$ cat config.mk
export PLATFORM = sky130hd
export DESIGN_NAME = regfile_read_arbiter
export DESIGN_NICKNAME = d
export VERILOG_FILES = /design/src/rtl/regfile_read_arbiter.sv
export SDC_FILE = /design/constraint.sdc
export NUM_CORES = 1
export LEC_CHECK = 0
export ABC_AREA = 0
export BUFFER_PORTS_ARGS = -buffer_cell sky130_fd_sc_hd__buf_2
export CAP_MARGIN = 0
export CORE_MARGIN = 8
export CORE_UTILIZATION = 30
export CTS_CLUSTER_SIZE = 8
export DETAILED_ROUTE_END_ITERATION = 10
export GPL_TIMING_DRIVEN = 0
export SYNTH_ARGS = -nofsm -noshare
export SYNTH_HDL_FRONTEND = slang
export SYNTH_SLANG_ARGS = --single-unit
export TNS_END_PERCENT = 1
$ cat constraint.sdc
create_clock -name clk -period 15.05 [get_ports clk]
set_input_delay 0.7525 -clock clk [delete_from_list [all_inputs] [get_ports clk]]
set_output_delay 0.7525 -clock clk [all_outputs]
set_load 0.01 [all_outputs]
$ cat src/rtl/regfile_read_arbiter.sv
// Round-robin arbiter sharing NUM_PORTS register-file read muxes among NUM_REQ requesters.
// Optional write-back bypass of the captured data is enabled by defining RF_WB_BYPASS_EN.
module regfile_read_arbiter #(
  parameter int unsigned NUM_REQ   = 4,
  parameter int unsigned NUM_PORTS = 2
) (
  input  logic                               clk,
  input  logic                               reset_n,
  input  logic [NUM_REQ-1:0]                 req,
  input  logic [NUM_REQ-1:0][4:0]            req_addr,
  output logic [NUM_REQ-1:0]                 gnt,
  output logic [NUM_PORTS-1:0][4:0]          rd_addr,
  input  logic [NUM_PORTS-1:0][63:0]         rd_data,
  input  logic                               wr_en,
  input  logic [4:0]                         wr_addr,
  input  logic [63:0]                        wr_data,
  output logic [NUM_REQ-1:0]                 resp_valid,
  output logic [NUM_REQ-1:0][63:0]           resp_data
);

  localparam int unsigned PW = $clog2(NUM_REQ);

  logic [PW-1:0]                     ptr;
  logic [PW-1:0]                     ptr_nxt;
  logic                              any_gnt;
  logic [NUM_REQ-1:0][NUM_PORTS-1:0] sel;
  logic [NUM_REQ-1:0][63:0]          cap;

  // Scan order ptr, ptr+1, ... ; the k-th winner takes port k. Nested loops keep
  // every index a compile-time loop variable instead of a computed one.
  always_comb begin
    int unsigned idx;
    int unsigned cnt;
    int unsigned last;
    int unsigned nxt;
    gnt     = '0;
    rd_addr = '0;
    sel     = '0;
    any_gnt = 1'b0;
    ptr_nxt = ptr;
    cnt     = 0;
    last    = 0;
    nxt     = 0;
    idx     = 0;
    if (reset_n) begin
      for (int unsigned k = 0; k < NUM_REQ; k++) begin
        idx = int'(ptr) + k;
        if (idx >= NUM_REQ) idx = idx - NUM_REQ;
        for (int unsigned i = 0; i < NUM_REQ; i++) begin
          if (i == idx && req[i] && cnt < NUM_PORTS) begin
            gnt[i] = 1'b1;
            for (int unsigned p = 0; p < NUM_PORTS; p++) begin
              if (p == cnt) begin
                sel[i][p]  = 1'b1;
                rd_addr[p] = req_addr[i];
              end
            end
            last = i;
            cnt  = cnt + 1;
          end
        end
      end
      if (cnt != 0) begin
        any_gnt = 1'b1;
        nxt     = (last + 1 == NUM_REQ) ? 0 : last + 1;
        ptr_nxt = PW'(nxt);
      end
    end
  end

  always_comb begin
    cap = '0;
    for (int unsigned i = 0; i < NUM_REQ; i++) begin
      for (int unsigned p = 0; p < NUM_PORTS; p++) begin
        if (sel[i][p]) cap[i] = rd_data[p];
      end
`ifdef RF_WB_BYPASS_EN
      if (wr_en && wr_addr == req_addr[i] && wr_addr != 5'd31) cap[i] = wr_data;
`endif
    end
  end

`ifndef RF_WB_BYPASS_EN
  logic unused_wr;
  assign unused_wr = ^{wr_en, wr_addr, wr_data};
`endif

  always_ff @(posedge clk or negedge reset_n) begin
    if (!reset_n) begin
      ptr        <= '0;
      resp_valid <= '0;
      resp_data  <= '0;
    end else begin
      resp_valid <= gnt;
      if (any_gnt) ptr <= ptr_nxt;
      for (int unsigned i = 0; i < NUM_REQ; i++) begin
        if (gnt[i]) resp_data[i] <= cap[i];
      end
    end
  end

endmodule

# --- After elaboration in Yosys (flattened, before gate mapping) ---
# Cells that the tools add are included.
totals:
  ff_bits: 262
  latch_bits: 0
  ramBits: 0
  rom_bits: 0
  in_bits: 224
  out_inout_bits: 274
  word_cells: 313
  mem_count: 0
classes:
  addsub: 23
  mul: 0
  div_mod_pow: 0
  n_lt_le_gt_ge: 19
  eq_ne: 28
  shift: 0
  mux: 185
  n_bitwise: 0
  n_reduce_logical: 52
op_table:
  columns: ["operator", "count"]
  rows:
  - ["two-way mux 32 bit", 54]
  - ["== test 1 x 32 -> 1 bit, first input constant", 19]
  - ["logical NOT 32 bit", 19]
  - ["adder 32 x 1 -> 32 bit, second input constant", 16]
  - ["two-way mux 64 bit", 8]
  - ["< comparator 32 x 2 -> 1 bit, second input constant", 15]
  - ["== test 2 x 32 -> 1 bit, first input constant", 8]
  - ["two-way mux 10 bit", 24]
  - ["two-way mux 5 bit", 31]
  - ["two-way mux 1 bit", 50]
  - ["== test 32 x 3 -> 1 bit, second input constant", 1]
  - ["two-way mux 2 bit", 16]
  - ["nonzero test 32 bit", 1]
  - ["logical AND 1 bit", 31]
  - ["subtractor 3 x 3 -> 4 bit, second input constant", 3]
  - ["greater-or-equal comparator 3 bit, second input constant", 3]
  - ["two-way mux 8 bit", 1]
  - ["adder 2 x 2 -> 3 bit, second input constant", 2]
  - ["two-way mux 4 bit", 1]
  - ["subtractor 2 x 3 -> 4 bit, second input constant", 1]
  - ["adder 2 x 1 -> 3 bit, second input constant", 1]
  - ["greater-or-equal comparator 2 x 3 -> 1 bit, second input constant", 1]
  - ["AND reduction 3 bit", 1]

# --- Longest topological paths before layout ---
depth:
  word_depth: 71
  depth_mapped: 58
  mapped_depth_nobuf: 53

# --- Worst setup path before layout ---
# No wires, ideal clock.
synth_path:
  path_kind: "flip-flop to output port"
  from: "reg ptr[0]"
  to: "out rd_addr[5] (netlist name)"
  t_arrival_ns: 10.387
  t_required_ns: 14.298
  slack_ns: 3.910
  path_stages_with_launch: 56
  path_buffers: 4
  cell_sequence: "dfrtp_1 buf_2 clkbuf_1 clkbuf_1 nor3b_1 inv_1 ha_1 xnor2_1 ha_1 and4b_1 inv_1 ha_1 a211o_1 nand2_1 ha_1 nand4bb_1 nand2_1 ha_1 (+20 left out) nor2_1 ha_1 a21oi_1 nand2_1 a21oi_1 nor2_1 ha_1 nor4_1 nor2_1 ha_1 nor2_1 a21oi_1 ha_1 nand2_1 or4_4 clkbuf_1 o21ai_0 a21oi_1"
synth_lines:
  columns: ["element", "line", "rtl"]
  rows:
  - ["from (decl)", "23", "logic [PW-1:0] ptr;"]
  - ["from (signal assigned)", "95", "if (any_gnt) ptr <= ptr_nxt;"]
  - ["to (decl)", "12", "output logic [NUM_PORTS-1:0][4:0] rd_addr,"]

==> results.json <==
{
  "status": "finished, final reports clean",
  "ys_types": 83,
  "crit_top_cell": "ha_1",
  "grt_overflow": 0,
  "synth_area_leader_cell": "dfrtp_1",
  "design.die.area_um2": 57300,
  "synthMuxAreaShare_pct": 0.485,
  "grtUsageTotal_pct": 22.6,
  "multiInputGateArea_um2": 7560,
  "antenna_found_initial": 7,
  "yosysTopAreaCellShare_pct": 43.8,
  "syn_area_um2": 15000,
  "worstSetupStartpoint": "ptr[0]",
  "wl_mm": 67.6,
  "yosys_register_bits": 262,
  "max_freq_ghz": 0.0718,
  "numCtsBuffers": 39,
  "slew_viol_final": 0,
  "regArea_um2": 6560,
  "synth_xor_area_share_pct": 1.32,
  "dp_hpwl_mm": 50.5,
  "drt_iter0_markers": 1555,
  "cts_sinks": 262,
  "io_buffers": 410,
  "nets": 2492,
  "crit_buf_inv": 8,
  "clk_latency_ns": 0.56,
  "syn-mean-instance-area_um2": 8.44,
  "rr_worst_depth": 56,
  "cap_violations": 0,
  "async_flop_share_pct": 100,
  "required_ns": 14.30,
  "synth-edff-count": 0,
  "crit_path_end": "rd_addr[9]",
  "top_layer": "met5",
  "r2r_slack_ns": 1.36,
  "powerDensity_nw_per_um2": 304,
  "synthTopCellsByArea": "dfrtp_1 (44%), a21oi_1 (7.3%), nand2_1 (6.1%)",
  "critPathCaptureType": "output port",
  "fin_skew_ns": 0.0223,
  "cts_resized": 0,
  "synth_top_family_by_area": "compound AO/OA/AOI/OAI gates",
  "vdd_drop_max_v": 0.000112,
  "timing.rr.end": "resp_data[242]",
  "path_clk_slew_ns": 0.05,
  "timing_hold_violations_final": 0,
  "cpPeakStageDelay_ns": 0.69,
  "syn_to_final_growth_pct": 27.5,
  "rows": 82,
  "vias_per_cell": 5.46,
  "grt_pass1_wl_mm": 100,
  "hold_ws_ns": 0.118,
  "rr_startpoint": "ptr[0]",
  "syn_inst": 1774,
  "grt_start_max_net_pins": 113,
  "report.final.setup_viol": 0,
  "cp.depth": 55,
  "start_util_pct": 30.1,
  "finalPower_mw": 5.81,
  "post_cts_buffers": 0,
  "path_class": "reg -> out",
  "cts_root_buffer": "clkbuf_16",
  "drtPass1Iterations": 6,
  "cp-start-kind": "flip-flop",
  "first_global_vias": 15600,
  "ant_nets": 0,
  "hp-class": "in -> async",
  "drt-met1-wl_mm": 27.8,
  "synthSimpleGateAreaFrac_pct": 17.1,
  "crit_arrival_ns": 13.17,
  "fin_crit_sh_pct": 92.5,
  "ys_warn_count": 0,
  "met3WireLength_mm": 6.33,
  "gp_congestion": 0.910,
  "h-tree-depth": 2,
  "slowest_stage": "nor3b_1",
  "cts_tree": "built",
  "tightest_slew_ns": 1.32,
  "drive_above_1_share_pct": 26.6,
  "routed-via-count": 15900,
  "io_pins": 498,
  "core_area_um2": 49800,
  "rsz0062_at_grt": "false",
  "ys_seq_area_share_pct": 43.8,
  "synth_compound_area_share_pct": 28.2,
  "final_util_pct": 38.4,
  "die_w_um": 239,
  "drcViolationCount": 0,
  "clock_path_buffers": 3,
  "cp_max_fo": 10,
  "synth_ff_type": "dfrtp_1",
  "fin_crit_ns": 13.92,
  "slew_headroom_pct": 11.7,
  "met2WireLength_mm": 31.2,
  "synth_fp_nets": 2036,
  "fill_cells": 5135,
  "cp_top_family": "adder cells",
  "synth_adder_area_share_pct": 3.18,
  "wl_per_cell_um": 23.2,
  "cts_hold_buf": 0,
  "finalSetupTns_ns": 0,
  "p_leak_nw": 8.83,
  "die_h_um": 239
}
worst min-delay path by stage:
stage                  startpoint              to  cells after the start
floorplan                 reset_n          ptr[0]                      0
global placement    resp_data[51]   resp_data[51]                      2
detailed placement  resp_data[64]   resp_data[64]                      2
CTS                       reset_n    resp_data[1]                      1
global route              reset_n  resp_data[233]                      1
finish                    reset_n   resp_data[36]                      1
registers in the layout (all words and copies together), names as in the netlist:
| name | cells |
|---|---|
| resp_valid | 4 |
| resp_data | 256 |
| ptr | 2 |
synth_stat cells (all sizes together), types with 5 or more instances:
cell type / instances
o21ai: 210
and2: 7
mux2i: 5
nor3: 17
a211oi: 8
a21oi: 219
o22ai: 10
nor2: 237
a311o: 5
buf: 66
nand3: 23
ha: 38
and3: 11
a2111oi: 5
dfrtp: 262
o211ai: 10
a22oi: 147
a22o: 5
nand2: 244
xor2: 10
clkbuf: 92
a211o: 5
inv: 43
nand4: 13
layer usage:
layer  vias up  global-route usage, %
met5         -                      0
met4         6                   7.69
met3       144                   6.18
met2       803                   36.4
met1      7802                   28.9
li1       7158                      -
cell type report:
class	instances	share of cell area [%]
clock buffers	40	5.13
multi-input cells	1311	39.6
clock inverters	5	0.485
plain buffers	158	3.71
repair buffers	415	11.3
well taps	672	4.41
inverters	43	0.846
diodes	8	0.105
flip-flops and latches	262	34.4
stage by stage:
step / instances / setup WS, ns / area [µm²]
after floorplan: 1774 / 3.91 / 15000
after global placement: 2856 / 1.76 / 17900
after detailed placement: 2861 / 1.56 / 18000
after CTS: 2906 / 1.27 / 19100
after global routing: 2909 / 0.0974 / 19100
final: 2914 / 1.13 / 19100
where the power goes:
part           internal (mW)  switching (mW)  leakage [nW]  total, mW
sequential              1.03           0.180          3.29       1.21
clock                  0.478           0.332         0.519      0.810
combinational           1.34            2.45          5.02       3.79
total                   2.85            2.96          8.83       5.81
layout by cell type, fill, tap and decap left out, types with 6 or more instances in the layout:
cell | Yosys | routed
and2_1 | 6 | 6
buf_2 | 44 | 453
nor3_1 | 12 | 12
nand2_1 | 244 | 244
o21ai_1 | 50 | 50
buf_1 | 13 | 13
inv_1 | 41 | 41
dfrtp_1 | 262 | 262
nand4_1 | 13 | 13
clkbuf_16 | 0 | 39
ha_1 | 38 | 38
buf_6 | 7 | 7
clkbuf_1 | 92 | 93
nor2_1 | 236 | 235
diode_2 | 0 | 8
and3_1 | 11 | 11
a22oi_2 | 50 | 50
o22ai_1 | 9 | 9
o21ai_0 | 158 | 158
a211oi_1 | 8 | 8
o211ai_1 | 10 | 10
a22oi_1 | 97 | 97
a21oi_1 | 219 | 219
nand3_1 | 21 | 21
logic make-up (layout without fill, tap and decap cells):
family / after synthesis / after routing
compound gates: 660 / 660
xor+xnor: 14 / 14
fa+ha+maj: 38 / 38
buf+inv: 201 / 661
flops: 262 / 262
mux: 7 / 7
other cells: 2 / 10
simple gates: 590 / 590
Note: power is estimated with default switching activity, not from simulation.
